===== config.mk =====
export PLATFORM = sky130hd
export DESIGN_NAME = execute_stage_v2_flat
export DESIGN_NICKNAME = d
export VERILOG_FILES = /design/src/rtl/execute_stage_v2_if.sv /design/src/rtl/execute_stage_v2.sv /design/src/flat_wrapper.sv
export SDC_FILE = /design/constraint.sdc
export NUM_CORES = 1
export LEC_CHECK = 0
export BUFFER_PORTS_ARGS = -buffer_cell sky130_fd_sc_hd__buf_2
export CAP_MARGIN = 20
export CORE_ASPECT_RATIO = 0.6
export CORE_MARGIN = 2
export CORE_UTILIZATION = 45
export CTS_BUF_LIST = sky130_fd_sc_hd__clkbuf_8
export CTS_CLUSTER_DIAMETER = 60
export DETAILED_ROUTE_END_ITERATION = 16
export PLACE_DENSITY = 0.73
export REMOVE_ABC_BUFFERS = 1
export SLEW_MARGIN = 20
export SYNTH_ARGS = -nofsm -noshare
export SYNTH_HDL_FRONTEND = slang
export SYNTH_SLANG_ARGS = --single-unit
export TNS_END_PERCENT = 1

===== constraint.sdc =====
create_clock -name clk -period 4.5 [get_ports clk]
set_input_delay 0.45 -clock clk [delete_from_list [all_inputs] [get_ports clk]]
set_output_delay 0.45 -clock clk [all_outputs]
set_load 0.01 [all_outputs]

===== src/rtl/execute_stage_v2_if.sv =====
// Pipeline signals between the decode/register-read stage, the execute stage and the E->M register.
interface execute_stage_v2_if #(
  parameter int XLEN    = 32,
  parameter int REGADDR = 5
);
  logic               valid_e;
  logic               RegWriteE;
  logic               MemWriteE;
  logic               ResultSrcE;
  logic               ALUSrcE;
  logic               BranchE;
  logic               JumpE;
  logic [3:0]         ALUControlE;
  logic [2:0]         BranchOpE;
  logic [XLEN-1:0]    RD1_E;
  logic [XLEN-1:0]    RD2_E;
  logic [XLEN-1:0]    Imm_Ext_E;
  logic [XLEN-1:0]    PCE;
  logic [XLEN-1:0]    PCPlus4E;
  logic [REGADDR-1:0] RD_E;
  logic [1:0]         ForwardAE;
  logic [1:0]         ForwardBE;
  logic [XLEN-1:0]    ResultW;
  logic               stall_m;

  logic               PCSrcE;
  logic [XLEN-1:0]    PCTargetE;
  logic               busy_e;
  logic               valid_m;
  logic               RegWriteM;
  logic               MemWriteM;
  logic               ResultSrcM;
  logic [REGADDR-1:0] RD_M;
  logic [XLEN-1:0]    PCPlus4M;
  logic [XLEN-1:0]    WriteDataM;
  logic [XLEN-1:0]    ALUResultM;

  modport master (
    output valid_e, RegWriteE, MemWriteE, ResultSrcE, ALUSrcE, BranchE, JumpE,
           ALUControlE, BranchOpE, RD1_E, RD2_E, Imm_Ext_E, PCE, PCPlus4E, RD_E,
           ForwardAE, ForwardBE, ResultW, stall_m,
    input  PCSrcE, PCTargetE, busy_e, valid_m, RegWriteM, MemWriteM, ResultSrcM,
           RD_M, PCPlus4M, WriteDataM, ALUResultM
  );

  modport slave (
    input  valid_e, RegWriteE, MemWriteE, ResultSrcE, ALUSrcE, BranchE, JumpE,
           ALUControlE, BranchOpE, RD1_E, RD2_E, Imm_Ext_E, PCE, PCPlus4E, RD_E,
           ForwardAE, ForwardBE, ResultW, stall_m,
    output PCSrcE, PCTargetE, busy_e, valid_m, RegWriteM, MemWriteM, ResultSrcM,
           RD_M, PCPlus4M, WriteDataM, ALUResultM
  );
endinterface


===== src/rtl/execute_stage_v2.sv =====
// RV32I execute stage: forwarding, ALU, branch resolution and the E->M register.
// Define EXEC_MUL_EN to build the iterative shift-add multiplier (ALUControlE = 10).
//
// state | meaning
// IDLE  | no multiply in flight; a MUL request latches operands and stalls E
// RUN   | one shift-add step per cycle, XLEN steps, E held busy
// DONE  | product on the ALU result, waits for ~stall_m to hand it to M
module execute_stage_v2 #(
  parameter int XLEN    = 32,
  parameter int REGADDR = 5
) (
  input logic               clk,
  input logic               rst,
  execute_stage_v2_if.slave bus
);
  localparam int SHW = $clog2(XLEN);

  localparam logic [3:0] OP_ADD  = 4'd0;
  localparam logic [3:0] OP_SUB  = 4'd1;
  localparam logic [3:0] OP_AND  = 4'd2;
  localparam logic [3:0] OP_OR   = 4'd3;
  localparam logic [3:0] OP_XOR  = 4'd4;
  localparam logic [3:0] OP_SLT  = 4'd5;
  localparam logic [3:0] OP_SLTU = 4'd6;
  localparam logic [3:0] OP_SLL  = 4'd7;
  localparam logic [3:0] OP_SRL  = 4'd8;
  localparam logic [3:0] OP_SRA  = 4'd9;

  logic [XLEN-1:0] src_a;
  logic [XLEN-1:0] fwd_b;
  logic [XLEN-1:0] src_b;
  logic [XLEN-1:0] alu_res;
  logic [XLEN-1:0] alu_out;
  logic            busy;
  logic            cond;

  always_comb begin
    case (bus.ForwardAE)
      2'b01:   src_a = bus.ResultW;
      2'b10:   src_a = bus.ALUResultM;
      default: src_a = bus.RD1_E;
    endcase
    case (bus.ForwardBE)
      2'b01:   fwd_b = bus.ResultW;
      2'b10:   fwd_b = bus.ALUResultM;
      default: fwd_b = bus.RD2_E;
    endcase
    src_b = bus.ALUSrcE ? bus.Imm_Ext_E : fwd_b;
  end

  always_comb begin
    alu_res = '0;
    case (bus.ALUControlE)
      OP_ADD:  alu_res = src_a + src_b;
      OP_SUB:  alu_res = src_a - src_b;
      OP_AND:  alu_res = src_a & src_b;
      OP_OR:   alu_res = src_a | src_b;
      OP_XOR:  alu_res = src_a ^ src_b;
      OP_SLT:  alu_res = {{(XLEN-1){1'b0}}, $signed(src_a) < $signed(src_b)};
      OP_SLTU: alu_res = {{(XLEN-1){1'b0}}, src_a < src_b};
      OP_SLL:  alu_res = src_a << src_b[SHW-1:0];
      OP_SRL:  alu_res = src_a >> src_b[SHW-1:0];
      OP_SRA:  alu_res = $unsigned($signed(src_a) >>> src_b[SHW-1:0]);
      default: alu_res = '0;
    endcase
  end

  // Branches compare against the forwarded rs2, never the immediate.
  always_comb begin
    cond = 1'b0;
    case (bus.BranchOpE)
      3'b000:  cond = (src_a == fwd_b);
      3'b001:  cond = (src_a != fwd_b);
      3'b100:  cond = ($signed(src_a) < $signed(fwd_b));
      3'b101:  cond = ($signed(src_a) >= $signed(fwd_b));
      3'b110:  cond = (src_a < fwd_b);
      3'b111:  cond = (src_a >= fwd_b);
      default: cond = 1'b0;
    endcase
  end

`ifdef EXEC_MUL_EN
  localparam logic [3:0]     OP_MUL   = 4'd10;
  localparam logic [SHW-1:0] CNT_LAST = SHW'(XLEN - 1);

  typedef enum logic [1:0] {S_IDLE, S_RUN, S_DONE} mul_state_t;

  mul_state_t      state;
  mul_state_t      state_nx;
  logic [XLEN-1:0] mcand;
  logic [XLEN-1:0] mplier;
  logic [XLEN-1:0] acc;
  logic [SHW-1:0]  cnt;
  logic            mul_req;

  assign mul_req = ~rst & bus.valid_e & (bus.ALUControlE == OP_MUL);

  always_ff @(posedge clk or posedge rst) begin
    if (rst) state <= S_IDLE;
    else     state <= state_nx;
  end

  always_comb begin
    state_nx = state;
    busy     = 1'b0;
    case (state)
      S_IDLE: begin
        if (mul_req) begin
          busy     = 1'b1;
          state_nx = S_RUN;
        end
      end
      S_RUN: begin
        busy = 1'b1;
        if (cnt == CNT_LAST) state_nx = S_DONE;
      end
      S_DONE: begin
        if (!bus.stall_m) state_nx = S_IDLE;
      end
      default: state_nx = S_IDLE;
    endcase
  end

  // Operands are latched so forwarded sources may change while RUN proceeds.
  always_ff @(posedge clk or posedge rst) begin
    if (rst) begin
      mcand  <= '0;
      mplier <= '0;
      acc    <= '0;
      cnt    <= '0;
    end else if (state == S_IDLE) begin
      if (mul_req) begin
        mcand  <= src_a;
        mplier <= src_b;
        acc    <= '0;
        cnt    <= '0;
      end
    end else if (state == S_RUN) begin
      acc    <= acc + (mplier[0] ? mcand : '0);
      mcand  <= mcand << 1;
      mplier <= mplier >> 1;
      cnt    <= cnt + SHW'(1);
    end
  end

  assign alu_out = (state == S_DONE) ? acc : alu_res;
`else
  assign busy    = 1'b0;
  assign alu_out = alu_res;
`endif

  assign bus.busy_e    = busy;
  assign bus.PCTargetE = bus.PCE + bus.Imm_Ext_E;
  assign bus.PCSrcE    = bus.valid_e & ~busy & (bus.JumpE | (bus.BranchE & cond));

  always_ff @(posedge clk or posedge rst) begin
    if (rst) begin
      bus.valid_m    <= 1'b0;
      bus.RegWriteM  <= 1'b0;
      bus.MemWriteM  <= 1'b0;
      bus.ResultSrcM <= 1'b0;
      bus.RD_M       <= '0;
      bus.PCPlus4M   <= '0;
      bus.WriteDataM <= '0;
      bus.ALUResultM <= '0;
    end else if (!bus.stall_m) begin
      if (busy) begin
        bus.valid_m    <= 1'b0;
        bus.RegWriteM  <= 1'b0;
        bus.MemWriteM  <= 1'b0;
        bus.ResultSrcM <= 1'b0;
        bus.RD_M       <= '0;
        bus.PCPlus4M   <= '0;
        bus.WriteDataM <= '0;
        bus.ALUResultM <= '0;
      end else begin
        bus.valid_m    <= bus.valid_e;
        bus.RegWriteM  <= bus.RegWriteE & bus.valid_e;
        bus.MemWriteM  <= bus.MemWriteE & bus.valid_e;
        bus.ResultSrcM <= bus.ResultSrcE;
        bus.RD_M       <= bus.RD_E;
        bus.PCPlus4M   <= bus.PCPlus4E;
        bus.WriteDataM <= fwd_b;
        bus.ALUResultM <= alu_out;
      end
    end
  end
endmodule


===== src/flat_wrapper.sv =====
// flat-port wrapper written by rule: the top's interface ports become plain ports
module execute_stage_v2_flat 
#(
  parameter int XLEN    = 32,
  parameter int REGADDR = 5
)
  (clk, rst, bus_valid_e, bus_RegWriteE, bus_MemWriteE, bus_ResultSrcE, bus_ALUSrcE, bus_BranchE, bus_JumpE, bus_ALUControlE, bus_BranchOpE, bus_RD1_E, bus_RD2_E, bus_Imm_Ext_E, bus_PCE, bus_PCPlus4E, bus_RD_E, bus_ForwardAE, bus_ForwardBE, bus_ResultW, bus_stall_m, bus_PCSrcE, bus_PCTargetE, bus_busy_e, bus_valid_m, bus_RegWriteM, bus_MemWriteM, bus_ResultSrcM, bus_RD_M, bus_PCPlus4M, bus_WriteDataM, bus_ALUResultM);
  execute_stage_v2_if #(.XLEN(XLEN), .REGADDR(REGADDR)) bus_i ();
  input logic clk;
  input logic rst;
  input wire logic [$bits(bus_i.valid_e)-1:0] bus_valid_e;
  input wire logic [$bits(bus_i.RegWriteE)-1:0] bus_RegWriteE;
  input wire logic [$bits(bus_i.MemWriteE)-1:0] bus_MemWriteE;
  input wire logic [$bits(bus_i.ResultSrcE)-1:0] bus_ResultSrcE;
  input wire logic [$bits(bus_i.ALUSrcE)-1:0] bus_ALUSrcE;
  input wire logic [$bits(bus_i.BranchE)-1:0] bus_BranchE;
  input wire logic [$bits(bus_i.JumpE)-1:0] bus_JumpE;
  input wire logic [$bits(bus_i.ALUControlE)-1:0] bus_ALUControlE;
  input wire logic [$bits(bus_i.BranchOpE)-1:0] bus_BranchOpE;
  input wire logic [$bits(bus_i.RD1_E)-1:0] bus_RD1_E;
  input wire logic [$bits(bus_i.RD2_E)-1:0] bus_RD2_E;
  input wire logic [$bits(bus_i.Imm_Ext_E)-1:0] bus_Imm_Ext_E;
  input wire logic [$bits(bus_i.PCE)-1:0] bus_PCE;
  input wire logic [$bits(bus_i.PCPlus4E)-1:0] bus_PCPlus4E;
  input wire logic [$bits(bus_i.RD_E)-1:0] bus_RD_E;
  input wire logic [$bits(bus_i.ForwardAE)-1:0] bus_ForwardAE;
  input wire logic [$bits(bus_i.ForwardBE)-1:0] bus_ForwardBE;
  input wire logic [$bits(bus_i.ResultW)-1:0] bus_ResultW;
  input wire logic [$bits(bus_i.stall_m)-1:0] bus_stall_m;
  output wire logic [$bits(bus_i.PCSrcE)-1:0] bus_PCSrcE;
  output wire logic [$bits(bus_i.PCTargetE)-1:0] bus_PCTargetE;
  output wire logic [$bits(bus_i.busy_e)-1:0] bus_busy_e;
  output wire logic [$bits(bus_i.valid_m)-1:0] bus_valid_m;
  output wire logic [$bits(bus_i.RegWriteM)-1:0] bus_RegWriteM;
  output wire logic [$bits(bus_i.MemWriteM)-1:0] bus_MemWriteM;
  output wire logic [$bits(bus_i.ResultSrcM)-1:0] bus_ResultSrcM;
  output wire logic [$bits(bus_i.RD_M)-1:0] bus_RD_M;
  output wire logic [$bits(bus_i.PCPlus4M)-1:0] bus_PCPlus4M;
  output wire logic [$bits(bus_i.WriteDataM)-1:0] bus_WriteDataM;
  output wire logic [$bits(bus_i.ALUResultM)-1:0] bus_ALUResultM;
  assign bus_i.valid_e = bus_valid_e;
  assign bus_i.RegWriteE = bus_RegWriteE;
  assign bus_i.MemWriteE = bus_MemWriteE;
  assign bus_i.ResultSrcE = bus_ResultSrcE;
  assign bus_i.ALUSrcE = bus_ALUSrcE;
  assign bus_i.BranchE = bus_BranchE;
  assign bus_i.JumpE = bus_JumpE;
  assign bus_i.ALUControlE = bus_ALUControlE;
  assign bus_i.BranchOpE = bus_BranchOpE;
  assign bus_i.RD1_E = bus_RD1_E;
  assign bus_i.RD2_E = bus_RD2_E;
  assign bus_i.Imm_Ext_E = bus_Imm_Ext_E;
  assign bus_i.PCE = bus_PCE;
  assign bus_i.PCPlus4E = bus_PCPlus4E;
  assign bus_i.RD_E = bus_RD_E;
  assign bus_i.ForwardAE = bus_ForwardAE;
  assign bus_i.ForwardBE = bus_ForwardBE;
  assign bus_i.ResultW = bus_ResultW;
  assign bus_i.stall_m = bus_stall_m;
  assign bus_PCSrcE = bus_i.PCSrcE;
  assign bus_PCTargetE = bus_i.PCTargetE;
  assign bus_busy_e = bus_i.busy_e;
  assign bus_valid_m = bus_i.valid_m;
  assign bus_RegWriteM = bus_i.RegWriteM;
  assign bus_MemWriteM = bus_i.MemWriteM;
  assign bus_ResultSrcM = bus_i.ResultSrcM;
  assign bus_RD_M = bus_i.RD_M;
  assign bus_PCPlus4M = bus_i.PCPlus4M;
  assign bus_WriteDataM = bus_i.WriteDataM;
  assign bus_ALUResultM = bus_i.ALUResultM;
  execute_stage_v2 #(.XLEN(XLEN), .REGADDR(REGADDR)) u_core (.clk(clk), .rst(rst), .bus(bus_i));
endmodule

Word level (Yosys, flattened, before mapping) --
Index checks and enable logic that the tools add are counted.
Cells by class: add/subtract/negate cells 3, $lt $le $gt $ge 6, equality and inequality tests 20, shift operators 3, mux-type cells 5, bitwise logic cells 8, reduce and logical (&&, ||, !) cells 2
Operator list (number):
- 32-bit one-hot mux with 10 select lines | 1
- 32-bit less-than comparator | 4
- 32-bit one-hot mux with 2 select lines | 2
- 32-bit adder | 2
- 32-bit >= comparator | 2
- 32-bit bitwise AND | 1
- 32-bit == test | 1
- 32-bit two-way mux | 1
- 32-bit inequality test | 1
- 32-bit bitwise OR | 1
- 32-bit by 5-bit << shifter with 32-bit output | 1
- 32-bit by 5-bit >> shifter with 32-bit output | 1
- 32-bit by 5-bit >>> shifter with 32-bit output | 1
- 32-bit subtractor | 1
- 32-bit XOR | 1
- 4-bit by 3-bit == test with 1-bit output, second input constant | 4
- 3-bit == test, second input constant | 4
- 4-bit by 2-bit == test with 1-bit output, second input constant | 2
- 4-bit == test, second input constant | 2
- 1-bit one-hot mux with 6 select lines | 1
- 1-bit bitwise AND | 4
- 2-bit by 1-bit == test with 1-bit output, second input constant | 2
- 2-bit == test, second input constant | 2
- 4-bit by 1-bit == test with 1-bit output, second input constant | 1
- 4 further kinds | 4
Word-level totals: flip-flop bits (word level) 105, input bits 218, output and inout port bits 139, logic and storage cells 55

Longest topological paths before layout --
depth after elaboration 7, mapped depth 21, mapped depth without buffers 17

Worst setup path after synthesis --
Ideal clock, no wire load.
path type input to register, start in bus_ForwardBE[0], end reg u_core.bus.ALUResultM[28] (netlist name), setup time 135 ps, arrival time 4866 ps, data required time 4365 ps, slack -501 ps, stages on the path 20, path buffers 6, path through inv_1 > ha_1 > buf_4 > clkbuf_1 > a221oi_1 > o31a_1 > clkbuf_1 > buf_1 > clkbuf_1 > ha_1 > clkbuf_1 > or2_2 > a311oi_1 > a2111oi_0 > o211ai_1 > o211ai_1 > a21oi_1 > mux2i_1 > nor4_1 > o21ai_0
On the way: word-level cells in the longest chain between the ends 5, elaborated cells on any way between the ends 13, those cells by class add/sub (2); eq/ne (2); shift (3); mux (3); bitwise (3)
Ends and longest elaborated chain:
- from (decl) | line flat_wrapper.sv:27 | input wire logic [$bits(bus_i.ForwardBE)-1:0] bus_ForwardBE;
- 2-bit == test / 2-bit by 1-bit == test with 1-bit output (equally long branches) | line execute_stage_v2.sv:43 | case (bus.ForwardBE)
- 32-bit one-hot mux with 2 select lines * | line execute_stage_v2.sv:43
- 32-bit two-way mux * | line execute_stage_v2.sv:48 | src_b = bus.ALUSrcE ? bus.Imm_Ext_E : fwd_b;
- 32-bit subtractor, or another cell as far along | line execute_stage_v2.sv:55 | OP_SUB: alu_res = src_a - src_b;
- 32-bit one-hot mux with 10 select lines * | line execute_stage_v2.sv:53 | case (bus.ALUControlE)
- to (signal assigned) | line execute_stage_v2.sv:184 | bus.ALUResultM <= alu_out;
- to (decl) | line execute_stage_v2_if.sv:51 | RD_M, PCPlus4M, WriteDataM, ALUResultM
Every way passes the cells marked *; elsewhere a longest branch is shown, timed or not. A chain may end at the register's enable or synchronous reset.

Worst setup path after layout --
start in bus_ForwardAE[1], end out bus_PCSrcE
On the way: word-level cells in the longest chain between the ends 7, elaborated cells on any way between the ends 13, those cells by class order compare (4); eq/ne (4); mux (2); bitwise (3)
Ends and longest elaborated chain:
- from (decl) | line flat_wrapper.sv:26 | input wire logic [$bits(bus_i.ForwardAE)-1:0] bus_ForwardAE;
- 2-bit == test / 2-bit by 1-bit == test with 1-bit output (equally long branches) | line execute_stage_v2.sv:38 | case (bus.ForwardAE)
- 32-bit one-hot mux with 2 select lines * | line execute_stage_v2.sv:38
- 32-bit >= comparator, or another cell as far along | line execute_stage_v2.sv:77 | 3'b111: cond = (src_a >= fwd_b);
- 1-bit one-hot mux with 6 select lines * | line execute_stage_v2.sv:71 | case (bus.BranchOpE)
- 1-bit bitwise AND * | line execute_stage_v2.sv:154 | assign bus.PCSrcE = bus.valid_e & ~busy & (bus.JumpE | (bus.BranchE & cond));
- 1-bit bitwise OR * | line execute_stage_v2.sv:154
- 1-bit bitwise AND * | line execute_stage_v2.sv:154
- to (decl) | line flat_wrapper.sv:30 | output wire logic [$bits(bus_i.PCSrcE)-1:0] bus_PCSrcE;
Marked as above.

==> flow_metrics.env <==
export IMPL_grt_util_met2=0.6533
export IMPL_setup_violations=1
export IMPL_finalNonFillerCells=3371
export IMPL_cellPowerDensity_mw_per_mm2=301.3
export IMPL_violations="setup timing"
export IMPL_clkTransAtPathRegs_ns=0.14
export IMPL_synth_area_per_cell_um2=7.443
export IMPL_core_area_mm2=0.03621
export IMPL_fp_dieH_um=152.4
export IMPL_endpoint_kind="output port"
export IMPL_first_pass_iters=6
export IMPL_yosysSeqAreaShare=0.1592
export IMPL_dieArea_mm2=0.03829
export IMPL_synth_area_top_cells="dfrtp_1 16%, ha_1 13%, mux2i_1 8.4%, o21ai_0 6.4%, nand2_1 6.0%"
export IMPL_vias=22217
export IMPL_synth_edf_count=0
export IMPL_finalWorstSetupSlack_ns=-0.04768
export IMPL_grt_pass1_wl_mm=133.1
export IMPL_swShare=0.5048
export IMPL_start_kind="input pin"
export IMPL_power_mw=6.746
export IMPL_holdWs_ns=0.07363
export IMPL_cts_made_buffers=9
export IMPL_combPwrFrac=0.719
export IMPL_initial_core_util=0.4559
export IMPL_die_w_um=251.3
export IMPL_hold_viol=0
export IMPL_power_frac_seq=0.177
export IMPL_rsz0062_at_grt="yes"
export IMPL_max_freq_mhz=219.9
export IMPL_mostFrequentLayoutCell="buf_4"
export IMPL_tightest_slew_ns=1.057
export IMPL_required_ns=4.05
export IMPL_synth_cell_types=85
export IMPL_async_flop_share=1.000
export IMPL_synthFlopType="dfrtp_1"
export IMPL_drive_gt1_frac=0.3339
export IMPL_hold_buffers=0
export IMPL_place_congestion=1.031
export IMPL_clk_path_buf_depth=2
export IMPL_ir_drop_v=0.0002027
export IMPL_wl_per_cell_um=27.04
export IMPL_synth_top_area_cell="dfrtp_1"
export IMPL_grt_busiest_layer="met2"
export IMPL_internal_power_mw=3.341
export IMPL_min_path_type="in2async"
export IMPL_slew_viol_final=0
export IMPL_maxCapViolCount=0
export IMPL_globalRouteTotalUtil=0.4577
export IMPL_clock_latency_ns=0.46
export IMPL_crit_arrival_ns=4.10
export IMPL_met1_usage=0.6307
export IMPL_hpwl_mm=74.00
export IMPL_postRouteAntennaNets=0
export IMPL_period_share=1.011
export IMPL_pre_cts_ws_ns=-0.6839
export IMPL_via_per_inst=6.591
export IMPL_ys_warn_count=0
export IMPL_cts_num_sinks=105
export IMPL_use_met3=0.1618
export IMPL_synth_top_area_frac=0.1592
export IMPL_final_area_mm2=0.02239
export IMPL_rows=54
export IMPL_synthToLayoutAreaGrowth_pct=35.63
export IMPL_wirelength_mm=91.14
export IMPL_cts_htree_levels=3
export IMPL_dp_cells=3333
export IMPL_slew_headroom=0.2880
export IMPL_grt_pass1_vias=21101
export IMPL_io_buffer_count=355
export IMPL_power_switching_mw=3.405
export IMPL_final_nets=3271
export IMPL_status="finished, violations left"
export IMPL_drc=0
export IMPL_crit_type="in2out"
export IMPL_grt_ovfl_total=0
export IMPL_ios=357
export IMPL_post_dp_cell_area_mm2=0.02171
export IMPL_cts_root_buf="clkbuf_8"
export IMPL_cp_max_fo=7
export IMPL_skew_ns=0.01624
export IMPL_drt_iter0_markers=3237
export IMPL_grt_max_degree=69
export IMPL_fill_cells=3289
export IMPL_synth_seq_cells=105
export IMPL_antenna_found_initial=5
export IMPL_layout_common_cells="433 x buf_4, 353 x buf_2, 262 x nand2_1, 181 x o21ai_0"
export IMPL_multi_input_area_mm2=0.01308
export IMPL_leakage_nw=10.87
export IMPL_clkPwrFrac=0.104
export IMPL_synthCells=2218
export IMPL_finalCriticalPeriod_ns=4.548
export IMPL_cts_tree="done"
export IMPL_register_area_mm2=0.002629
export IMPL_syn_area_mm2=0.01651
## through the flow
step	util	setup TNS [ns]
after floorplan	-	-50.07
after global placement	0.5994	-3.778
after detailed placement	0.5994	-5.543
after CTS	0.6099	-0.06236
after global routing	0.6181	-0.1868
final	0.6183	-0.04768
## layout make-up
| cell class | count | share of cell area |
|---|---|---|
| Multi-Input combinational cell | 1844 | 0.5841 |
| Timing Repair Buffer | 808 | 0.2419 |
| Sequential cell | 105 | 0.1174 |
| Tap cell | 476 | 0.02660 |
| Inverter | 117 | 0.02017 |
| Clock buffer | 9 | 0.005532 |
| Clock inverter | 7 | 0.003800 |
| Antenna cell | 5 | 0.0005588 |
## cells in the mapped netlist (all sizes together) (13+ instances only)
| cell type | count |
|---|---|
| a31oi | 14 |
| a21o | 25 |
| a211oi | 31 |
| o221ai | 13 |
| a22oi | 32 |
| inv | 113 |
| o211ai | 35 |
| nand4 | 22 |
| nor2 | 157 |
| mux2i | 140 |
| buf | 49 |
| nand2 | 262 |
| nand3 | 44 |
| a21oi | 151 |
| clkbuf | 103 |
| xnor2 | 26 |
| o21ai | 237 |
| or3 | 18 |
| mux2 | 61 |
| nand2b | 16 |
| nor3 | 62 |
| nor2b | 29 |
| dfrtp | 105 |
| o22ai | 15 |
| o21a | 15 |
| a221oi | 20 |
| a221o | 54 |
| ha | 165 |
## cells by family after synthesis
| logic type | after synthesis | share of synthesized area |
|---|---|---|
| AOI/OAI and AO/OA | 770 | 0.3109 |
| and+or+nand+nor | 663 | 0.1817 |
| buffers and inverters | 269 | 0.06677 |
| muxes | 205 | 0.1329 |
| adders and majority gates | 168 | 0.1287 |
| DFF | 105 | 0.1592 |
| xor gates and xnor gates | 37 | 0.01963 |
| other | 1 | 0.0002271 |
## worst max-delay path: stages
cell and delay, ns:
buf_2 0.13, ha_4 0.28, bufbuf_16 0.28, a221o_1 0.28
o21ai_2 0.08, inv_1 0.10, ha_4 0.27, nand4_1 0.10
or2_4 0.26, or3_4 0.40, or4_4 0.49, or2_0 0.23
a21oi_1 0.12, o21ai_1 0.08, o31a_1 0.25, a211oi_2 0.13
buf_2 0.16
## final timing paths
check / start / endpoint / slack, ns / cells after the start
max: bus_ForwardAE[1] / bus_PCSrcE / -0.05 / 17
max in group asynchronous: rst / u_core.bus.WriteDataM[25] / 3.39 / 3
max reg2reg: u_core.bus.ALUResultM[0] / u_core.bus.ALUResultM[28] / 0.18 / 18
min: rst / u_core.bus.PCPlus4M[23] / 0.07 / 2
min reg2reg: u_core.bus.valid_m / u_core.bus.valid_m / 0.49 / 1
min in group clk: bus_PCPlus4E[21] / u_core.bus.PCPlus4M[21] / 0.21 / 2
## power groups by stage
stage               clock network (mW)  logic [mW]  registers, mW
floorplan                            0        2.23           1.21
global placement                     0        4.46           1.20
detailed placement                   0        4.51           1.20
CTS                              0.702        4.57           1.18
global route                     0.722        5.11           1.20
finish                           0.699        4.85           1.19
## metal layers
layer | vias to the layer above | share of wire
met3 | 250 | 0.15
met1 | 10564 | 0.41
li1 | 9616 | -
met2 | 1783 | 0.40
met5 | - | 0.00092
met4 | 4 | 0.043
## sequential cells by signal, indices dropped and copies added (netlist names)
signal                 flops
u_core.bus.ALUResultM     32
u_core.bus.MemWriteM       1
u_core.bus.PCPlus4M       32
u_core.bus.RD_M            5
u_core.bus.RegWriteM       1
u_core.bus.ResultSrcM      1
u_core.bus.WriteDataM     32
u_core.bus.valid_m         1
## timing repair
item / CTS / global route
hold endpoints to repair: 0 / 0
resized for setup: 35 / 52
endpoints found under the setup margin: 3 / 12
pin swaps: 7 / 19
cloned: 1 / 1
buffers inserted: 4 / 11
No activity file was read; power rests on OpenSTA's default activity.
